### src/rtl/common_pkg.sv
`default_nettype none
// ============================================================================
// Module   : common_pkg
// Brief    : Shared NoC constants, flit packet type and small helpers.
// Revision : 1.0 - initial release
// ============================================================================
package common_pkg;

  localparam int DEFAULT_VC_W          = 4;
  localparam int DEFAULT_A_W           = 8;
  localparam int DEFAULT_D_W           = 32;
  localparam int DEFAULT_RELAY_DEPTH   = 4;
  localparam int DEFAULT_RELAY_CREDITS = 4;

  // One flit as carried on a NoC link.
  typedef struct packed {
    logic                   last;
    logic [DEFAULT_A_W-1:0] addr;
    logic [DEFAULT_D_W-1:0] data;
  } noc_packet_t;

  // Index width that stays at least one bit wide for single-entry ranges.
  function automatic int clog2_min1(input int n);
    return (n > 1) ? $clog2(n) : 1;
  endfunction

endpackage
`default_nettype wire

### src/rtl/noc_if.sv
`default_nettype none
// ============================================================================
// Module   : noc_if
// Brief    : Credit-based NoC link: per-VC flit target, packet, credit grant.
// Revision : 1.0 - initial release
// ============================================================================
interface noc_if
  import common_pkg::*;
#(
  parameter int VC_W = DEFAULT_VC_W
);
  logic [VC_W-1:0] credit_vc_target;
  noc_packet_t     credit_packet;
  logic [VC_W-1:0] credit_vc_credit_gnt;

  modport receiver (
    input  credit_vc_target,
    input  credit_packet,
    output credit_vc_credit_gnt
  );

  modport transmitter (
    output credit_vc_target,
    output credit_packet,
    input  credit_vc_credit_gnt
  );
endinterface
`default_nettype wire

### src/rtl/noc_relay_vc_fifo.sv
`default_nettype none
// ============================================================================
// Module   : noc_relay_vc_fifo
// Brief    : Flop-based FIFO for one virtual channel. Storage is plain
//            registers; pointers wrap modulo DEPTH (any DEPTH >= 1).
//            The caller only pushes when not full (or popping) and only
//            pops when not empty.
// Revision : 1.0 - initial release
// ============================================================================
module noc_relay_vc_fifo
  import common_pkg::*;
#(
  parameter int W     = 8,
  parameter int DEPTH = 4
)(
  input  logic         clk,
  input  logic         rst,
  input  logic         push,
  input  logic         pop,
  input  logic [W-1:0] din,
  output logic         full,
  output logic         empty,
  output logic [W-1:0] head
);
  localparam int PTR_W = clog2_min1(DEPTH);
  localparam int CNT_W = $clog2(DEPTH + 1);

  logic [W-1:0]     mem [DEPTH];
  logic [PTR_W-1:0] wr_ptr;
  logic [PTR_W-1:0] rd_ptr;
  logic [CNT_W-1:0] count;

  function automatic logic [PTR_W-1:0] wrap_inc(input logic [PTR_W-1:0] p);
    return (p == PTR_W'(DEPTH - 1)) ? '0 : p + 1'b1;
  endfunction

  assign full  = (count == CNT_W'(DEPTH));
  assign empty = (count == '0);
  assign head  = mem[rd_ptr];

  // Pointer and occupancy tracking; push+pop together leaves count unchanged.
  always_ff @(posedge clk) begin
    if (rst) begin
      wr_ptr <= '0;
      rd_ptr <= '0;
      count  <= '0;
    end else begin
      if (push) wr_ptr <= wrap_inc(wr_ptr);
      if (pop)  rd_ptr <= wrap_inc(rd_ptr);
      case ({push, pop})
        2'b10:   count <= count + 1'b1;
        2'b01:   count <= count - 1'b1;
        default: count <= count;
      endcase
    end
  end

  // Flit storage; contents are don't-care while empty so no reset needed.
  always_ff @(posedge clk) begin
    if (push) mem[wr_ptr] <= din;
  end

endmodule
`default_nettype wire

### src/rtl/noc_credit_relay.sv
`default_nettype none
// ============================================================================
// Module   : noc_credit_relay
// Brief    : Credit-domain splitter for long NoC links. Terminates the
//            upstream credit loop in per-VC flop FIFOs and restarts a new
//            downstream loop through a round-robin arbiter (1 flit/cycle).
//            Optional macro NOC_CREDIT_RELAY_ASSERT_EN compiles in SVA
//            protocol checks; violation handling is the same either way.
// Revision : 1.0 - initial release
// ============================================================================
module noc_credit_relay
  import common_pkg::*;
#(
  parameter int VC_W         = DEFAULT_VC_W,
  parameter int A_W          = DEFAULT_A_W,
  parameter int D_W          = DEFAULT_D_W,
  parameter int DEPTH        = DEFAULT_RELAY_DEPTH,
  parameter int DOWN_CREDITS = DEFAULT_RELAY_CREDITS
)(
  input logic        clk,
  input logic        rst,
  noc_if.receiver    from_tx,
  noc_if.transmitter to_rx
);
  localparam int FLIT_W = 1 + A_W + D_W;
  localparam int RR_W   = clog2_min1(VC_W);
  localparam int CNT_W  = $clog2(DOWN_CREDITS + 1);

  logic [VC_W-1:0]   push;
  logic [VC_W-1:0]   pop;
  logic [VC_W-1:0]   full;
  logic [VC_W-1:0]   empty;
  logic [VC_W-1:0]   eligible;
  logic [FLIT_W-1:0] head [VC_W];
  logic [CNT_W-1:0]  credit_cnt [VC_W];
  logic [RR_W-1:0]   rr;
  logic [RR_W-1:0]   winner;
  logic              grant_valid;
  logic [VC_W-1:0]   sent;
  logic [FLIT_W-1:0] out_flit;

  // A flit aimed at a full FIFO is dropped unless that FIFO drains this cycle.
  assign push = from_tx.credit_vc_target & (~full | pop);

  generate
    for (genvar v = 0; v < VC_W; v++) begin : g_vc
      noc_relay_vc_fifo #(
        .W     (FLIT_W),
        .DEPTH (DEPTH)
      ) u_fifo (
        .clk   (clk),
        .rst   (rst),
        .push  (push[v]),
        .pop   (pop[v]),
        .din   (from_tx.credit_packet),
        .full  (full[v]),
        .empty (empty[v]),
        .head  (head[v])
      );
      assign eligible[v] = !empty[v] && (credit_cnt[v] != '0);
    end
  endgenerate

  // Round-robin search for the first eligible VC starting at rr.
  always_comb begin
    int idx;
    idx         = 0;
    grant_valid = 1'b0;
    winner      = '0;
    for (int i = 0; i < VC_W; i++) begin
      idx = (int'(rr) + i) % VC_W;
      if (!grant_valid && eligible[RR_W'(idx)]) begin
        grant_valid = 1'b1;
        winner      = RR_W'(idx);
      end
    end
  end

  // One-hot pop of the arbitration winner.
  always_comb begin
    pop = '0;
    if (grant_valid) pop[winner] = 1'b1;
  end

  // Registered send strobe (also the upstream credit pulse) and rr pointer.
  always_ff @(posedge clk) begin
    if (rst) begin
      sent <= '0;
      rr   <= '0;
    end else begin
      sent <= pop;
      if (grant_valid)
        rr <= (winner == RR_W'(VC_W - 1)) ? '0 : winner + 1'b1;
    end
  end

  // Output flit register; only meaningful while a target bit is set.
  always_ff @(posedge clk) begin
    if (grant_valid) out_flit <= head[winner];
  end

  // Downstream credit counters: grant adds, send subtracts, both cancel.
  always_ff @(posedge clk) begin
    for (int v = 0; v < VC_W; v++) begin
      if (rst) begin
        credit_cnt[v] <= CNT_W'(DOWN_CREDITS);
      end else if (to_rx.credit_vc_credit_gnt[v] && !pop[v]) begin
        if (credit_cnt[v] != CNT_W'(DOWN_CREDITS))
          credit_cnt[v] <= credit_cnt[v] + 1'b1;
      end else if (pop[v] && !to_rx.credit_vc_credit_gnt[v]) begin
        credit_cnt[v] <= credit_cnt[v] - 1'b1;
      end
    end
  end

  assign to_rx.credit_vc_target       = sent;
  assign to_rx.credit_packet          = out_flit;
  assign from_tx.credit_vc_credit_gnt = sent;

`ifdef NOC_CREDIT_RELAY_ASSERT_EN
  a_in_onehot: assert property (@(posedge clk) disable iff (rst)
    $onehot0(from_tx.credit_vc_target))
    else $error("noc_credit_relay: multiple upstream VC targets");

  a_out_onehot: assert property (@(posedge clk) disable iff (rst)
    $onehot0(sent))
    else $error("noc_credit_relay: multiple downstream VC targets");

  generate
    for (genvar v = 0; v < VC_W; v++) begin : g_sva
      a_push_full: assert property (@(posedge clk) disable iff (rst)
        !(from_tx.credit_vc_target[v] && full[v] && !pop[v]))
        else $error("noc_credit_relay: push into full FIFO on VC %0d", v);

      a_credit_ovf: assert property (@(posedge clk) disable iff (rst)
        !(to_rx.credit_vc_credit_gnt[v] && !pop[v] &&
          credit_cnt[v] == CNT_W'(DOWN_CREDITS)))
        else $error("noc_credit_relay: credit overflow on VC %0d", v);

      a_send_no_credit: assert property (@(posedge clk) disable iff (rst)
        !(pop[v] && credit_cnt[v] == '0))
        else $error("noc_credit_relay: send without credit on VC %0d", v);
    end
  endgenerate
`else
  // Protocol checks not compiled in this build.
`endif

endmodule
`default_nettype wire

### src/flat_wrapper.sv
// flat-port wrapper written by rule: the top's interface ports become plain ports
module noc_credit_relay_flat import common_pkg::*;
#(
  parameter int VC_W         = DEFAULT_VC_W,
  parameter int A_W          = DEFAULT_A_W,
  parameter int D_W          = DEFAULT_D_W,
  parameter int DEPTH        = DEFAULT_RELAY_DEPTH,
  parameter int DOWN_CREDITS = DEFAULT_RELAY_CREDITS
)
  (clk, rst, from_tx_credit_vc_target, from_tx_credit_packet, from_tx_credit_vc_credit_gnt, to_rx_credit_vc_target, to_rx_credit_packet, to_rx_credit_vc_credit_gnt);
  noc_if #(.VC_W(VC_W)) from_tx_i ();
  noc_if #(.VC_W(VC_W)) to_rx_i ();
  input logic clk;
  input logic rst;
  input wire logic [$bits(from_tx_i.credit_vc_target)-1:0] from_tx_credit_vc_target;
  input wire logic [$bits(from_tx_i.credit_packet)-1:0] from_tx_credit_packet;
  output wire logic [$bits(from_tx_i.credit_vc_credit_gnt)-1:0] from_tx_credit_vc_credit_gnt;
  output wire logic [$bits(to_rx_i.credit_vc_target)-1:0] to_rx_credit_vc_target;
  output wire logic [$bits(to_rx_i.credit_packet)-1:0] to_rx_credit_packet;
  input wire logic [$bits(to_rx_i.credit_vc_credit_gnt)-1:0] to_rx_credit_vc_credit_gnt;
  assign from_tx_i.credit_vc_target = from_tx_credit_vc_target;
  assign from_tx_i.credit_packet = from_tx_credit_packet;
  assign from_tx_credit_vc_credit_gnt = from_tx_i.credit_vc_credit_gnt;
  assign to_rx_credit_vc_target = to_rx_i.credit_vc_target;
  assign to_rx_credit_packet = to_rx_i.credit_packet;
  assign to_rx_i.credit_vc_credit_gnt = to_rx_credit_vc_credit_gnt;
  noc_credit_relay #(.VC_W(VC_W), .A_W(A_W), .D_W(D_W), .DEPTH(DEPTH), .DOWN_CREDITS(DOWN_CREDITS)) u_core (.clk(clk), .rst(rst), .from_tx(from_tx_i), .to_rx(to_rx_i));
endmodule
### config.mk
export PLATFORM = sky130hd
export DESIGN_NAME = noc_credit_relay_flat
export DESIGN_NICKNAME = d
export VERILOG_FILES = /design/src/rtl/common_pkg.sv /design/src/rtl/noc_if.sv /design/src/rtl/noc_relay_vc_fifo.sv /design/src/rtl/noc_credit_relay.sv /design/src/flat_wrapper.sv
export SDC_FILE = /design/constraint.sdc
export NUM_CORES = 1
export LEC_CHECK = 0
export CORE_ASPECT_RATIO = 1.5
export CORE_MARGIN = 2
export CORE_UTILIZATION = 65
export CTS_CLUSTER_DIAMETER = 200
export DETAILED_ROUTE_END_ITERATION = 8
export PLACE_DENSITY_LB_ADDON = 0.2
export SLEW_MARGIN = 10
export SYNTH_ARGS = -nofsm -noshare
export SYNTH_HDL_FRONTEND = slang
export SYNTH_HIERARCHICAL = 1
export SYNTH_SLANG_ARGS = --single-unit
### constraint.sdc
create_clock -name clk -period 10.2 [get_ports clk]
set_input_delay 2.04 -clock clk [delete_from_list [all_inputs] [get_ports clk]]
set_output_delay 2.04 -clock clk [all_outputs]
set_load 0.005 [all_outputs]
==> flow_summary.toml <==
[status]
status = "completed"

[timing]
min_period_ns = 5.28
fmax_ghz = 0.189
tightest_slew_ns = 1.19
skew_ns = 0.0163
fin_crit_sh = 0.517
finalHoldViolCount = 0
fin_tns_setup_ns = 0
rsz0062_at_grt = "no"
relSlewSlack = 0.204
slew_violations = 0
worst_slack_ns = 4.92
setup_violations = 0

[detailed_routing]
firstDrtPassIters = 5
routed.top_layer = "met5"
drc = 0
wl_met3_mm = 3.55
wl_per_cell_um = 26.8
final_antenna_net_count = 0
met1_length_mm = 21.5
via_per_inst = 6.39
met2WireLength_mm = 32.0
dr.first_iter.drc_count = 1220
vias = 14200
wirelength_mm = 59.5

[floorplan]
rows = 96
ioPinCount = 100
die_x_um = 179
die_y_um = 267
core-area_um2 = 45600
dieArea_um2 = 47800
floorplan.initialDensity = 0.655

[synthesis]
synth_area_leaders = "edfxtp_1 (71%), mux4_2 (12%), dfxtp_1 (2.8%)"
ys_ff_latch = 751
syn_nets = 1568
synth_commonest_cells = "edfxtp_1 (709), mux4_2 (160), nand2_1 (90), a21oi_2 (60), nor2_1 (48)"
async_flop_share = 0
ys_types = 51
synth_most_common_cell = "edfxtp_1"
synth_top_area_cell = "edfxtp_1"
seq_area_frac_synth = 0.740
syn-cell-area_um2 = 29900
synth_area_per_cell_um2 = 20.3
ys_warn_count = 6
synth_edf_count = 709
synth_top_cell_area_share = 0.712
synth_flop_cell = "edfxtp_1"
synth_cells = 1475

[grt]
grt_pass1_wl_mm = 89.3
grt_max_degree = 55
grt_pass1_vias = 15200
antenna_found_initial = 1
track_usage = 0.260
grt.overflow.total = 0

[clock_tree]
clock_path_buffers = 3
cts_sinks = 751
cts_resized = 0
postCtsSetupBuffers = 0
hold_buffers = 0
cts_made_buffers = 66
clock_latency_ns = 0.58
cts_root_buffer = "clkbuf_16"
cts_tree = "built"
htree_levels = 3
clkTransAtPathRegs_ns = 0.07

[power]
powerDensity_nw_per_um2 = 300
ir_drop_mv = 0.328
leakage_nw = 10.7

[critical_path]
worst-path-max-fanout = 54
crit_family = "simple AND/OR/NAND/NOR gates"
path_buf_inv = 2
cpMaxStageDelayCell = "buf_4"
r2r_start = "u_core/g_vc[0].u_fifo/count[1]"
path_cells = "nor3_1 -> o32a_1 -> o22ai_1 -> nor2_4 -> buf_4 -> ha_1 -> o21ai_1 -> a21boi_0 -> and2_2 -> buf_4"
reg2reg_depth = 10
startpoint_type = "flop"
reg2reg_slack_ns = 4.92
critPathRequiredTime_ns = 10.40
path_depth = 10
crit_arrival_ns = 5.48
worst_r2r_endpoint = "u_core/g_vc[3].u_fifo/mem[3][13]"
crit_type = "reg -> reg"
cpMostUsedCell = "buf_4"
cp-end-kind = "flop"
critical_path.max_stage_delay_ns = 0.80

[placement]
routabilityCongestion = 0.744
dp_slack_ns = 4.96
port_buffers = 99
dp_hpwl_mm = 31.5
place_inst = 2109

[hold_path]
whs_endpoint = "u_core/g_vc[1].u_fifo/count[1]"
min-delay-start = "u_core/g_vc[1].u_fifo/count[1]"
holdPathStages = 2
min_path_type = "reg -> reg"

[finish]
antennaDiodeCount = 0
instances_no_fill = 2223
drive_gt1_frac = 0.243
area_delta_synth_final_pct = 11.1
nets = 1682

[flow_run]
maxCapViolCount = 0
routing by layer:
metal  vias to the layer above  global-route usage
met5                         -                   0
met4                         2               0.119
met3                       135              0.0413
met2                       532               0.458
met1                      7423               0.316
li1                       6109                   -
tightest hold or removal path, delay by kind of cell, from the launching register on:
family / cells / cell delay [ns]
flops: 1 / 0.34
compound gates: 1 / 0.07
simple gates: 1 / 0.07
power by group:
| part | internal, mW | switching, mW |
|---|---|---|
| Combinational | 1.35 | 1.98 |
| Clock | 1.40 | 1.03 |
| Sequential | 3.92 | 0.284 |
| Total | 6.68 | 3.29 |
per-stage QoR:
step                total power [mW]  area [um^2]  hold slack [ns]   util
finish                          9.97        33200            0.513  0.728
detailed placement              7.60        31100            0.501  0.681
floorplan                       6.70        29900            0.461      -
global route                    10.4        33200            0.552  0.728
CTS                             10.1        33200            0.514  0.728
global placement                7.51        31100            0.479  0.681
sequential cells by signal (all words and copies together) (netlist names), named ones only:
name and cells:
u_core/g_vc.u_fifo/mem 656, u_core/credit_cnt 12, u_core/g_vc.u_fifo/rd_ptr 8, u_core/g_vc.u_fifo/wr_ptr 8
u_core/rr 2, u_core/g_vc.u_fifo/count 12, u_core/to_rx.credit_packet 41, u_core/from_tx.credit_vc_credit_gnt 4
kinds of logic (layout without fill, tap and decap cells):
kind of cell | after synthesis | after routing | synth area share
adders and majority gates | 42 | 42 | 0.0188
DFF | 751 | 751 | 0.740
xor gates and xnor gates | 14 | 14 | 0.00410
and+or+nand+nor | 205 | 205 | 0.0316
AOI/OAI and AO/OA | 167 | 167 | 0.0460
muxes | 179 | 179 | 0.129
buffers and inverters | 117 | 277 | 0.0301
cell usage in the layout (no fill, tap or decap), types with 5 or more instances in the layout:
master           synthesis  routed
a21oi_1                 40      40
a21oi_2                 60      60
a22oi_1                 11      11
a22oi_2                 30      30
and2_2                   0      17
buf_4                    7      20
bufinv_16                0       5
clkbuf_1                 3      12
clkbuf_16                0      71
clkdlybuf4s50_1          0      99
clkinv_1                 0      11
clkinv_2                 0       8
dfxtp_1                 42      34
edfxtp_1               709     709
fa_1                     5       5
ha_1                    37      37
inv_1                   41      41
mux2i_1                 15      15
mux4_2                 160     160
nand2_1                 90      90
nand2b_1                 9       9
nor2_1                  48      48
nor3_1                   7       7
nor3b_1                 10      10
o21ai_0                  5       5
xor2_1                  14      14
worst max-delay path by stage:
stage | from | slack (ns) | to
floorplan | u_core/credit_cnt[1][0] | 6.09 | u_core/credit_cnt[2][2]
global placement | u_core/credit_cnt[0][0] | 5.13 | u_core/g_vc[3].u_fifo/mem[3][13]
detailed placement | u_core/g_vc[0].u_fifo/count[1] | 4.96 | u_core/g_vc[3].u_fifo/mem[2][13]
CTS | u_core/g_vc[0].u_fifo/count[0] | 4.93 | u_core/g_vc[3].u_fifo/count[2]
global route | u_core/credit_cnt[1][0] | 4.51 | u_core/g_vc[3].u_fifo/count[2]
finish | u_core/g_vc[0].u_fifo/count[1] | 4.92 | u_core/g_vc[3].u_fifo/mem[3][13]
cell type report:
type,instances,area [um^2]
clock buffers,84,1840
clock inverters,30,283
fillers,2628,12400
inverters,44,170
multi-input cells,607,6890
flip-flops and latches,751,22200
well taps,588,736
repair buffers,119,1140
Power figures use the tool's default switching activity.
